File: src/rtl/match_controller_pkg.sv
// Shared codes for the match sequencer: phase encoding, round/match winner codes,
// the player controller state set, and small saturating helpers.
package match_controller_pkg;

    typedef enum logic [2:0] {
        P_IDLE      = 3'd0,
        P_COUNTDOWN = 3'd1,
        P_FIGHT     = 3'd2,
        P_KO        = 3'd3,
        P_MATCH_END = 3'd4
    } phase_t;

    localparam logic [1:0] WIN_NONE = 2'b00;
    localparam logic [1:0] WIN_P1   = 2'b01;
    localparam logic [1:0] WIN_P2   = 2'b10;
    localparam logic [1:0] WIN_DRAW = 2'b11;

    // Player controller state codes, shared with the gameplay controllers.
    localparam logic [3:0] S_IDLE         = 4'd0;
    localparam logic [3:0] S_WALK_FWD     = 4'd1;
    localparam logic [3:0] S_WALK_BACK    = 4'd2;
    localparam logic [3:0] S_CROUCH       = 4'd3;
    localparam logic [3:0] S_JUMP         = 4'd4;
    localparam logic [3:0] S_PUNCH        = 4'd5;
    localparam logic [3:0] S_KICK         = 4'd6;
    localparam logic [3:0] S_BLOCK        = 4'd7;
    localparam logic [3:0] S_CROUCH_BLOCK = 4'd8;
    localparam logic [3:0] S_HITSTUN      = 4'd9;
    localparam logic [3:0] S_BLOCKSTUN    = 4'd10;

    function automatic logic [1:0] sat_dec2(input logic [1:0] v);
        return (v == 2'd0) ? 2'd0 : v - 2'd1;
    endfunction

    function automatic logic [1:0] sat_inc2(input logic [1:0] v);
        return (v == 2'd3) ? 2'd3 : v + 2'd1;
    endfunction

    function automatic int max3(input int a, input int b, input int c);
        int m;
        m = (a > b) ? a : b;
        return (m > c) ? m : c;
    endfunction

endpackage

File: src/rtl/match_controller_hit_edge_detect.sv
// Flags the first cycle a player enters HITSTUN. The previous-state register
// tracks every cycle so a stun held across a phase change never counts twice.
module hit_edge_detect
    import match_controller_pkg::*;
(
    input  logic       logic_clk,
    input  logic       reset,
    input  logic [3:0] state,
    input  logic       enable,
    output logic       hit
);

    logic [3:0] prev_q;
    logic [3:0] prev_d;

    always_comb begin
        prev_d = state;
    end

    always_ff @(posedge logic_clk or posedge reset) begin
        if (reset) begin
            prev_q <= S_IDLE;
        end else begin
            prev_q <= prev_d;
        end
    end

    assign hit = enable && (state == S_HITSTUN) && (prev_q != S_HITSTUN);

endmodule

File: src/rtl/match_controller.sv
// Best-of-N match sequencer: countdown, live fight window, health, round clock,
// KO/timeout resolution and round tally, all outputs registered.
module match_controller
    import match_controller_pkg::*;
#(
    parameter int HEALTH_MAX       = 3,
    parameter int ROUNDS_TO_WIN    = 2,
    parameter int FRAMES_PER_SEC   = 60,
    parameter int ROUND_SECONDS    = 60,
    parameter int COUNTDOWN_FRAMES = 180,
    parameter int KO_HOLD_FRAMES   = 120
)
(
    input  logic       logic_clk,
    input  logic       reset,
    input  logic       start,
    input  logic [3:0] p1_state,
    input  logic [3:0] p2_state,
    output logic [2:0] phase,
    output logic       freeze,
    output logic       player_reset,
    output logic [1:0] p1_health,
    output logic [1:0] p2_health,
    output logic [1:0] p1_rounds,
    output logic [1:0] p2_rounds,
    output logic [6:0] round_timer,
    output logic [1:0] winner
);

    // One frame counter serves countdown, fight seconds and the KO hold.
    localparam int CNT_W = $clog2(max3(COUNTDOWN_FRAMES, KO_HOLD_FRAMES, FRAMES_PER_SEC) + 1);

    localparam logic [CNT_W-1:0] CD_LAST  = CNT_W'(COUNTDOWN_FRAMES - 1);
    localparam logic [CNT_W-1:0] KO_LAST  = CNT_W'(KO_HOLD_FRAMES - 1);
    localparam logic [CNT_W-1:0] SEC_LAST = CNT_W'(FRAMES_PER_SEC - 1);
    localparam logic [CNT_W-1:0] CNT_ONE  = CNT_W'(1);
    localparam logic [1:0]       HEALTH_INIT = 2'(HEALTH_MAX);
    localparam logic [1:0]       ROUNDS_WIN  = 2'(ROUNDS_TO_WIN);
    localparam logic [6:0]       TIMER_INIT  = 7'(ROUND_SECONDS);

    phase_t           phase_q, phase_d;
    logic             freeze_q, freeze_d;
    logic             player_reset_q, player_reset_d;
    logic [1:0]       p1_health_q, p1_health_d;
    logic [1:0]       p2_health_q, p2_health_d;
    logic [1:0]       p1_rounds_q, p1_rounds_d;
    logic [1:0]       p2_rounds_q, p2_rounds_d;
    logic [6:0]       timer_q, timer_d;
    logic [1:0]       winner_q, winner_d;
    logic [CNT_W-1:0] frame_q, frame_d;

    logic       fight_en;
    logic       p1_hit, p2_hit;
    logic [1:0] p1_health_nx, p2_health_nx;
    logic [6:0] timer_nx;
    logic       round_over;
    logic [1:0] round_result;
    logic       enter_countdown;

    assign fight_en = (phase_q == P_FIGHT);

    hit_edge_detect u_p1_hit (
        .logic_clk (logic_clk),
        .reset     (reset),
        .state     (p1_state),
        .enable    (fight_en),
        .hit       (p1_hit)
    );

    hit_edge_detect u_p2_hit (
        .logic_clk (logic_clk),
        .reset     (reset),
        .state     (p2_state),
        .enable    (fight_en),
        .hit       (p2_hit)
    );

    always_comb begin
        phase_d         = phase_q;
        player_reset_d  = 1'b0;
        p1_health_d     = p1_health_q;
        p2_health_d     = p2_health_q;
        p1_rounds_d     = p1_rounds_q;
        p2_rounds_d     = p2_rounds_q;
        timer_d         = timer_q;
        winner_d        = winner_q;
        frame_d         = frame_q;
        enter_countdown = 1'b0;
        round_over      = 1'b0;
        round_result    = WIN_NONE;

        p1_health_nx = p1_hit ? sat_dec2(p1_health_q) : p1_health_q;
        p2_health_nx = p2_hit ? sat_dec2(p2_health_q) : p2_health_q;
        timer_nx     = timer_q;
        if (frame_q == SEC_LAST && timer_q != 7'd0) begin
            timer_nx = timer_q - 7'd1;
        end

        case (phase_q)
            P_IDLE: begin
                if (start) begin
                    p1_rounds_d     = 2'd0;
                    p2_rounds_d     = 2'd0;
                    winner_d        = WIN_NONE;
                    enter_countdown = 1'b1;
                end
            end
            P_COUNTDOWN: begin
                if (frame_q == CD_LAST) begin
                    phase_d = P_FIGHT;
                    frame_d = '0;
                end else begin
                    frame_d = frame_q + CNT_ONE;
                end
            end
            P_FIGHT: begin
                p1_health_d = p1_health_nx;
                p2_health_d = p2_health_nx;
                timer_d     = timer_nx;
                frame_d     = (frame_q == SEC_LAST) ? '0 : frame_q + CNT_ONE;

                // KO outranks the clock, so a lethal hit on the last tick is decided by health.
                if (p1_health_nx == 2'd0 && p2_health_nx == 2'd0) begin
                    round_over   = 1'b1;
                    round_result = WIN_DRAW;
                end else if (p1_health_nx == 2'd0) begin
                    round_over   = 1'b1;
                    round_result = WIN_P2;
                end else if (p2_health_nx == 2'd0) begin
                    round_over   = 1'b1;
                    round_result = WIN_P1;
                end else if (timer_nx == 7'd0) begin
                    round_over = 1'b1;
                    if (p1_health_nx > p2_health_nx) begin
                        round_result = WIN_P1;
                    end else if (p2_health_nx > p1_health_nx) begin
                        round_result = WIN_P2;
                    end else begin
                        round_result = WIN_DRAW;
                    end
                end

                if (round_over) begin
                    winner_d = round_result;
                    if (round_result == WIN_P1) begin
                        p1_rounds_d = sat_inc2(p1_rounds_q);
                    end
                    if (round_result == WIN_P2) begin
                        p2_rounds_d = sat_inc2(p2_rounds_q);
                    end
                    phase_d = P_KO;
                    frame_d = '0;
                end
            end
            P_KO: begin
                if (frame_q == KO_LAST) begin
                    if (p1_rounds_q == ROUNDS_WIN || p2_rounds_q == ROUNDS_WIN) begin
                        phase_d  = P_MATCH_END;
                        winner_d = (p1_rounds_q == ROUNDS_WIN) ? WIN_P1 : WIN_P2;
                        frame_d  = '0;
                    end else begin
                        enter_countdown = 1'b1;
                    end
                end else begin
                    frame_d = frame_q + CNT_ONE;
                end
            end
            P_MATCH_END: begin
                if (start) begin
                    p1_rounds_d     = 2'd0;
                    p2_rounds_d     = 2'd0;
                    enter_countdown = 1'b1;
                end
            end
            default: begin
                phase_d = P_IDLE;
                frame_d = '0;
            end
        endcase

        if (enter_countdown) begin
            phase_d        = P_COUNTDOWN;
            player_reset_d = 1'b1;
            p1_health_d    = HEALTH_INIT;
            p2_health_d    = HEALTH_INIT;
            timer_d        = TIMER_INIT;
            frame_d        = '0;
            winner_d       = WIN_NONE;
        end

        freeze_d = (phase_d != P_FIGHT);
    end

    always_ff @(posedge logic_clk or posedge reset) begin
        if (reset) begin
            phase_q        <= P_IDLE;
            freeze_q       <= 1'b1;
            player_reset_q <= 1'b0;
            p1_health_q    <= HEALTH_INIT;
            p2_health_q    <= HEALTH_INIT;
            p1_rounds_q    <= 2'd0;
            p2_rounds_q    <= 2'd0;
            timer_q        <= TIMER_INIT;
            winner_q       <= WIN_NONE;
            frame_q        <= '0;
        end else begin
            phase_q        <= phase_d;
            freeze_q       <= freeze_d;
            player_reset_q <= player_reset_d;
            p1_health_q    <= p1_health_d;
            p2_health_q    <= p2_health_d;
            p1_rounds_q    <= p1_rounds_d;
            p2_rounds_q    <= p2_rounds_d;
            timer_q        <= timer_d;
            winner_q       <= winner_d;
            frame_q        <= frame_d;
        end
    end

    assign phase        = phase_q;
    assign freeze       = freeze_q;
    assign player_reset = player_reset_q;
    assign p1_health    = p1_health_q;
    assign p2_health    = p2_health_q;
    assign p1_rounds    = p1_rounds_q;
    assign p2_rounds    = p2_rounds_q;
    assign round_timer  = timer_q;
    assign winner       = winner_q;

endmodule
File: config.mk
export PLATFORM = sky130hd
export DESIGN_NAME = match_controller
export DESIGN_NICKNAME = d
export VERILOG_FILES = /design/src/rtl/match_controller_pkg.sv /design/src/rtl/match_controller_hit_edge_detect.sv /design/src/rtl/match_controller.sv
export SDC_FILE = /design/constraint.sdc
export NUM_CORES = 1
export LEC_CHECK = 0
export CORE_AREA = 2 2 70 72
export DETAILED_ROUTE_END_ITERATION = 10
export DIE_AREA = 0 0 72 74
export PLACE_DENSITY = 0.75
export SLEW_MARGIN = 25
export SYNTH_ARGS = -nofsm -noshare
export SYNTH_HDL_FRONTEND = slang
export SYNTH_SLANG_ARGS = --single-unit
File: constraint.sdc
create_clock -name logic_clk -period 2.9 [get_ports logic_clk]
set_clock_uncertainty 0.1 [all_clocks]
set_input_delay 0.58 -clock logic_clk [delete_from_list [all_inputs] [get_ports logic_clk]]
set_output_delay 0.58 -clock logic_clk [all_outputs]
set_load 0.02 [all_outputs]
# Yosys cells after proc, flatten, opt, wreduce, memory -nomap -nowiden
# Index checks and enable logic that the tools add are counted.
dict set report op_classes {
  mux 56
  eq_ne 28
  addsub 6
  order_cmp 2
  reduce_logical 22
}
# cell count
set ops {}
lappend ops {{2-bit 2-to-1 mux} 26}
lappend ops {{8-bit 2-to-1 mux} 6}
lappend ops {{8-bit case mux with 4 select lines} 1}
lappend ops {{7-bit 2-to-1 mux} 3}
lappend ops {{3-bit 2-to-1 mux} 5}
lappend ops {{3-bit != test, second input constant} 4}
lappend ops {{4-bit != test, second input constant} 3}
lappend ops {{3-bit case mux with 4 select lines} 1}
lappend ops {{2-bit equality test, second input constant} 5}
lappend ops {{1-bit 2-to-1 mux} 10}
lappend ops {{8-bit by 1-bit adder with 8-bit output, second input constant} 1}
lappend ops {{4-bit equality test, second input constant} 2}
lappend ops {{8-bit by 6-bit equality test with 1-bit output, second input constant} 1}
lappend ops {{8-bit by 7-bit equality test with 1-bit output, second input constant} 1}
lappend ops {{8-bit equality test, second input constant} 1}
lappend ops {{2-bit logical NOT} 4}
lappend ops {{2-bit case mux with 2 select lines} 2}
lappend ops {{4-bit AND reduction} 2}
lappend ops {{7-bit logical NOT} 1}
lappend ops {{7-bit nonzero test} 1}
lappend ops {{7-bit by 1-bit subtractor with 7-bit output, second input constant} 1}
lappend ops {{3-bit by 2-bit equality test with 1-bit output, second input constant} 2}
lappend ops {{1-bit logical AND} 6}
lappend ops {{2-bit != test, second input constant} 3}
lappend ops {{other kinds (17)} 22}
dict set report word_totals {
  word_cells 126
  ff_bits 38
}

# Longest topological paths before layout
dict set report depth {
  ltp_word 16
  mapped_depth 14
  mapped_depth_nobuf 13
}

# Cells and area by module
# Synthesis repeated with hierarchy kept, for this count alone.
dict set report unflattened {
  cells_unflattened 221
  area_unflattened_um2 2134.5
}
# module cells_each area_per_inst_um2 instances
set modules_own_cells {}
lappend modules_own_cells {match_controller 205 1864.3 1}
lappend modules_own_cells {hit_edge_detect 8 135.1 2}

# Least setup slack after synthesis
# Ideal clock, no wire load.
dict set report synth_path {
  path_type {reg2reg}
  startpoint {reg timer_q[0] (netlist: round_timer[0])}
  endpoint {reg freeze_q (netlist: freeze)}
  synth_period_minus_slack_ns 2.887
  required_ns 2.706
  arrival_ns 2.693
  stages_incl_launch_ff 10
  path_slack_ns 0.013
  path_cell_list {dfrtp_1 -> inv_1 -> ha_1 -> or4b_4 -> or3_4 -> and4_4 -> o221ai_2 -> a22oi_2 -> a211o_1 -> or4_1}
}
dict set report synth_between {
  elab_chain_cells 13
  elab_cells_between_ends 14
}
# item line
set synth_rtl {}
lappend synth_rtl {{from (decl)} match_controller.sv:48} ;# logic [6:0] timer_q, timer_d;
lappend synth_rtl {{from (signal assigned)} match_controller.sv:214} ;# timer_q <= timer_d;
lappend synth_rtl {{branches (longest 2 deep; another with 7-bit by 1-bit subtractor with 7-bit output)} --}
lappend synth_rtl {{7-bit 2-to-1 mux *} match_controller.sv:95} ;# if (frame_q == SEC_LAST && timer_q != 7'd0) begin
lappend synth_rtl {{7-bit logical NOT *} match_controller.sv:132} ;# end else if (timer_nx == 7'd0) begin
lappend synth_rtl {{1-bit 2-to-1 mux *} match_controller.sv:132}
lappend synth_rtl {{1-bit 2-to-1 mux *} match_controller.sv:129} ;# end else if (p2_health_nx == 2'd0) begin
lappend synth_rtl {{1-bit 2-to-1 mux *} match_controller.sv:126} ;# end else if (p1_health_nx == 2'd0) begin
lappend synth_rtl {{1-bit 2-to-1 mux *} match_controller.sv:123} ;# if (p1_health_nx == 2'd0 && p2_health_nx == 2'd0) begin
lappend synth_rtl {{1-bit 2-to-1 mux *} match_controller.sv:99} ;# case (phase_q)
lappend synth_rtl {{3-bit 2-to-1 mux *} match_controller.sv:143} ;# if (round_over) begin
lappend synth_rtl {{3-bit case mux with 4 select lines *} match_controller.sv:99}
lappend synth_rtl {{3-bit 2-to-1 mux *} match_controller.sv:181} ;# if (enter_countdown) begin
lappend synth_rtl {{via phase_d[0]} match_controller.sv:41} ;# phase_t phase_q, phase_d;
lappend synth_rtl {{3-bit by 2-bit != test with 1-bit output *} match_controller.sv:191} ;# freeze_d = (phase_d != P_FIGHT);
lappend synth_rtl {{via freeze_d} match_controller.sv:42} ;# logic freeze_q, freeze_d;
lappend synth_rtl {{to (signal assigned)} match_controller.sv:208} ;# freeze_q <= freeze_d;
lappend synth_rtl {{to (decl)} match_controller.sv:42}
# Mark *: on every way through the listed nets, which the timed path passes. The select of a mux whose other input is x is not followed.
# A chain may end at the register's enable or synchronous reset.

# Worst setup path after layout
# Ends and elaborated chain as after synthesis.

==> flow_metrics.py <==
metrics = {
    "worst_setup_path": {
        "cp.depth": 10,
        "slowest_delay_ps": 470,
        "startpoint": "round_timer[0]",
        "cp_max_fo": 3,
        "cp-endpoint": "freeze",
        "path_cells": "inv_2 > ha_4 > or4b_4 > or3_4 > and4_4 > o221ai_4 > a22oi_2 > buf_4 > a211o_1 > or4_1",
        "regToRegStartpoint": "round_timer[0]",
        "cp.buffers_inverters": 2,
        "crit_type": "reg2reg",
        "crit_arrival_ps": 3090,
        "worstSetupEndpointType": "flop",
        "worst_path_dominant_cell_family": "simple AND/OR/NAND/NOR gates",
        "required_ps": 3020,
        "rr_worst_depth": 10,
        "crit_slowest_cell": "or4b_4",
        "start_kind": "flop",
        "regToRegSetupSlack_ps": -70,
        "r2r_end": "freeze",
    },
    "clock_tree": {
        "insertion_delay_ps": 310,
        "path_clk_slew_ps": 80,
        "clock_tree.buffer_depth": 2,
        "cts_tree": "built",
        "clock-sinks": 38,
        "cts-htree-levels": 2,
        "cts_buffers": 5,
        "cts-hold-fix-buffers": 0,
        "cts_root_buf": "clkbuf_8",
    },
    "placed_design": {
        "portBuffers": 32,
        "post-dp-hpwl_um": 3686,
        "dp_slack_ps": -456.7,
        "place_area_um2": 2596,
        "place.gp.congestion": 0.9244,
    },
    "timing": {
        "fin_crit_ps": 2969,
        "fin_ws_ps": -68.60,
        "tightest_slew_ps": 669.1,
        "rsz0062_at_grt": "true",
        "setup_violations": 4,
        "drv_slew": 0,
        "hold_viol": 0,
        "finalCritPeriodShare_pct": 102.4,
        "worst_slew_margin_rel_pct": 55.05,
        "fmax_ghz": 0.3369,
    },
    "synth": {
        "synthTopCellsByArea": "dfrtp_1, dfstp_2, nand2_1, a21oi_1, nor2_1",
        "synth_cells": 223,
        "synth_top_area_share_pct": 34.46,
        "yosysWarnings": 0,
        "synthesis.area_um2": 2106,
        "synth_top_flop_cell": "dfrtp_1",
        "synth_top_cell_by_area": "dfrtp_1",
        "seq_area_frac_synth_pct": 45.69,
        "synthesis.nets": 239,
        "ys_async_sr_fraction_pct": 100.0,
        "synth.distinct_cells": 55,
        "ys_seq_elements": 38,
        "syn_avg_cell_area_um2": 9.443,
        "synth_edf_count": 0,
    },
    "power_and_ir_drop": {
        "vdd_ir_drop_max_v": 0.0003244,
        "p_sw_share_pct": 31.14,
        "p_leak_nw": 1.254,
        "power.internal_mw": 1.105,
        "power_frac_clock_pct": 29.8,
        "pwr-share-seq_pct": 42.9,
        "power.density_nw_per_um2": 541.7,
        "p_comb_share_pct": 27.3,
        "p_switching_uw": 499.7,
    },
    "final_layout": {
        "diodes": 0,
        "drive_gt1_share_pct": 29.12,
        "fin_area_um2": 2962,
        "fin_nets": 300,
        "syn_to_final_growth_pct": 40.64,
    },
    "outcome": {
        "violations": "negative setup slack",
        "outcome": "finished with violations",
    },
    "floorplanning": {
        "die_h_um": 74,
        "rows": 25,
        "die_area_um2": 5328,
        "num_io_pins": 33,
        "core_um2": 4598,
        "die_w_um": 72,
        "start_util_pct": 45.80,
    },
    "global_routing": {
        "met1_usage_pct": 25.65,
        "grt_pass1_wl_um": 8507,
        "grt_max_degree": 39,
        "grt_usage_pct": 20.96,
        "overflow": 0,
        "grt_use_met3_pct": 3.794,
        "grt-busiest-layer": "met2",
        "grt_pass1_vias": 1827,
        "grt_util_met2_pct": 36.21,
        "antenna_found_initial": 0,
    },
    "drt": {
        "via_count": 1935,
        "first_pass_iters": 4,
        "viasPerCell": 5.708,
        "ant_nets": 0,
        "routed_wl_um": 5570,
        "drt_iter0_markers": 133,
        "wl_per_cell_um": 16.43,
        "drc": 0,
    },
    "min_path": {
        "hp-class": "in2reg",
    },
    "flow_run": {
        "cap_violations": 0,
    },
}
-- placed cells by master (no fill, tap or decap), types with 6 or more instances in the layout --
master / Yosys / routed
dfstp_2: 9 / 9
dfrtp_1: 29 / 29
nand2_1: 28 / 27
inv_1: 8 / 6
nand3_1: 12 / 10
clkdlybuf4s50_1: 0 / 29
a21oi_1: 18 / 14
nor2_1: 19 / 18
buf_4: 0 / 29
clkbuf_8: 0 / 6
o21ai_0: 9 / 7
nor3_1: 8 / 8
-- metal layers --
layer  wire length [µm]  vias to the layer above
met4                146                        0
met5                  0                        -
li1                   -                      942
met2               2913                       41
met3                195                       14
met1               2315                      938
-- how the worst min path moves through the flow --
stage                     cells after the start         from  slack [ps]                  to
final                                         1  p2_state[0]         310  u_p2_hit.prev_q[0]
after global routing                          1  p2_state[0]         330  u_p2_hit.prev_q[0]
after CTS                                     1    winner[1]         430           winner[1]
after detailed placement                      1    winner[0]         410           winner[0]
after global placement                        1    winner[1]         410           winner[1]
after floorplan                               1   frame_q[0]         400          frame_q[0]
-- worst reg2reg max path: cells and delay by family, from the launching register on --
family / cells / cell delay [ps]
simple gates: 4 / 1480
fa+ha+maj: 1 / 130
flops: 1 / 390
compound gates: 3 / 540
buf+inv: 2 / 240
-- through the flow --
step	std cells	TNS (ps)	util (%)	power, mW	hold WS, ps
2_1_floorplan	223	0	-	0.9205	396.8
3_3_place_gp	320	-1895	56.46	1.070	413.7
3_5_place_dp	320	-2251	56.46	1.082	412.2
4_1_cts	329	-39.17	60.00	1.553	430.4
5_1_grt	339	-572.1	64.41	1.679	328.8
6_report	339	-90.93	64.41	1.604	314.9
-- Yosys cell counts, drive strengths merged (2+ instances only) --
library cell,number
a211o,4
a21boi,2
a21o,3
a21oi,18
a22oi,3
a31oi,3
and4b,3
buf,3
clkbuf,5
dfrtp,29
dfstp,9
ha,5
inv,8
mux2,4
nand2,28
nand2b,3
nand3,12
nand4bb,2
nor2,19
nor3,8
nor3b,4
nor4,4
nor4b,2
nor4bb,3
o21a,2
o21ai,10
o31ai,3
or3,2
or4b,2
-- kinds of logic (layout without fill, tap and decap cells) --
group	count (synthesis)	after routing	share of synthesized area (%)
adders and majority gates	5	5	2.971
xor gates and xnor gates	2	2	0.8320
buffers and inverters	16	78	3.328
AOI/OAI and AO/OA	58	58	18.48
and+or+nand+nor	99	99	26.09
muxes	5	5	2.614
DFF	38	38	45.69
-- flip-flops by register name (all words and copies together) (netlist names) --
| register | count |
|---|---|
| frame_q | 8 |
| p2_health | 2 |
| u_p2_hit.prev_q | 4 |
| u_p1_hit.prev_q | 4 |
| p1_health | 2 |
| winner | 2 |
| round_timer | 7 |
| phase | 3 |
| p1_rounds | 2 |
| player_reset | 1 |
| freeze | 1 |
| p2_rounds | 2 |
-- layout make-up --
class                      instances  area (µm²)
multi-input combinational        169        1220
timing repair buffer              62       565.5
sequential                        38       962.2
fill                             379        1637
inverter                           8       30.03
clock inverter                     1       30.03
clock buffer                       7       86.33
tap                               54       67.56
-- timing repair --
action                                  in CTS  in global routing
endpoints found under the setup margin       7                 13
resized for setup                           10                 27
pin swaps                                    1                 16
setup buffers                                1                 10
-- power by group through the flow --
| stage | sequential (mW) | clock [mW] | combinational (mW) |
|---|---|---|---|
| finish | 0.688 | 0.478 | 0.438 |
| global route | 0.701 | 0.502 | 0.476 |
| floorplan | 0.701 | 0 | 0.219 |
| detailed placement | 0.692 | 0 | 0.390 |
| global placement | 0.688 | 0 | 0.382 |
| CTS | 0.682 | 0.477 | 0.394 |
Power figures use the tool's default switching activity.
==> RTL change (same settings) <==
Set the parameter `COUNTDOWN_FRAMES` to 360 (it was 180).
--- a/src/rtl/match_controller.sv
+++ b/src/rtl/match_controller.sv
@@ -8,5 +8,5 @@
     parameter int FRAMES_PER_SEC   = 60,
     parameter int ROUND_SECONDS    = 60,
-    parameter int COUNTDOWN_FRAMES = 180,
+    parameter int COUNTDOWN_FRAMES = 360,
     parameter int KO_HOLD_FRAMES   = 120
 )
Formal check against the unedited RTL: same outputs for any inputs over 10 cycles, from zero or initial values and one cycle with reset high; that may be too few to reach the edited logic, so the function may still have changed.
==> RTL change against the original RTL <==
Synthesized cell count is 14% higher. Area after synthesis is 10% higher. Setup slack better by 260 ps. Sequential cell count is 1 higher. Total power is 17% lower. Utilization is 0.055 points lower. Wire length is 3.2% higher. Final area hardly changed. Die area stayed put. Critical endpoint is now p2_rounds[1]$_DFFE_PP0P_. Largest cell class unchanged.
==> RTL change: results (changes against the original RTL) <==
[global_route]
grt_usage=0.235  ; +0.0250
grt_max_degree=40  ; +2.6%
grt_pass1_wl_um=9590  ; +13%

[critical_path]
slowest_delay_ps=500  ; +30 ps
rr_endpoint=winner[1]$_DFFE_PP0P_
cp.arrival_ps=2810  ; -280 ps
crit_fanout=4  ; +1
critPathSlowestCell=clkdlybuf4s50_1
r2r_cells=10  ; unchanged
r2r_slack_ps=220  ; +290 ps

[routing]
drt_iter0_markers=122  ; -8.3%
postRouteAntennaNets=0  ; unchanged
dr.pass1.iters=6  ; +2
avgRoutedWirePerCell_um=15.9  ; -3.1%
via_per_inst=5.93  ; +4.0%

[placed_design]
dp.cells=350  ; +9.4%
dp_hpwl_um=4160  ; +13%
place_ws_ps=-265  ; +192 ps
place_congestion=0.910  ; -1.6%

[synth]
synth_common_cells=dfrtp_1 (30), nand2_1 (25), a21oi_1 (16)
synthTopCellsByArea=dfrtp_1 (32%), dfstp_2 (10%), nand2_1 (4.0%)
yosysUniqueCellTypes=58  ; +5.5%
syn-num-nets=271  ; +13%
synth_mux_area_frac=0.0232  ; -0.00294
synthAdderAreaFrac=0.0270  ; -0.00273
synth_compound_area_frac=0.179  ; -0.00616
syn-instance-count=255  ; +14%
synth-xor-area-share=0.0264  ; +0.0181
synth_seq_area_share=0.426  ; -0.0311

[pwr]
vdd_ir_drop_max_mv=0.352  ; +8.6%
p_seq_w=0.000626  ; -9.0%
p_leak_nw=1.17  ; -6.6%
p_comb_w=0.000232  ; -47%
p_sw_w=0.000376  ; -25%
power.total_w=0.00133  ; -17%

[final_layout]
fillCellCount=394  ; +4.0%
fin_cells=361  ; +6.5%
ff_latch_area_um2=987  ; +2.6%
n_all_inverters=14  ; +6
fin_nets=322  ; +7.3%
largest_register_ffs=9  ; +1
clk_share=0.0393  ; about the same
multi_input_area_share=0.422  ; +0.0105
seq_share=0.334  ; +0.00873
buffer_area_frac=0.164  ; -0.0269

[sta]
hold_ws_ps=406  ; +90.8 ps
setup_violations=0  ; -4
worst-slew-pin-transition_ps=502  ; -167 ps

[clock_network]
cts.repair.resized=0  ; -10
clkSinkCount=39  ; +2.6%

[status]
status=finished clean

[worst_hold_path]
min_from=frame_q[0]$_DFFE_PP0P_
holdPathEnd=frame_q[0]$_DFFE_PP0P_

## RTL change: how the worst max path moves through the flow
| stage | start | depth (start not counted) | slack, ps | end |
|---|---|---|---|---|
| 6_report | p1_state[3] | 9 | 190 | p2_rounds[1]$_DFFE_PP0P_ |
| 5_1_grt | p1_state[3] | 10 | 10 | p2_rounds[0]$_DFFE_PP0P_ |
| 2_1_floorplan | phase[1]$_DFF_PP0_ | 11 | 50 | p2_rounds[1]$_DFFE_PP0P_ |
| 4_1_cts | p1_state[3] | 9 | 60 | p2_rounds[1]$_DFFE_PP0P_ |
| 3_5_place_dp | p1_state[3] | 9 | -270 | p2_rounds[1]$_DFFE_PP0P_ |
| 3_3_place_gp | p1_state[3] | 9 | -150 | p2_rounds[1]$_DFFE_PP0P_ |
## RTL change: metal layers
layer  track usage  vias to the layer above  part of all wire
li1              -                     1045                 -
met1         0.313                     1011              0.45
met2         0.389                       78              0.48
met3        0.0434                        8             0.058
met4        0.0797                        0             0.016
met5             0                        -                 0
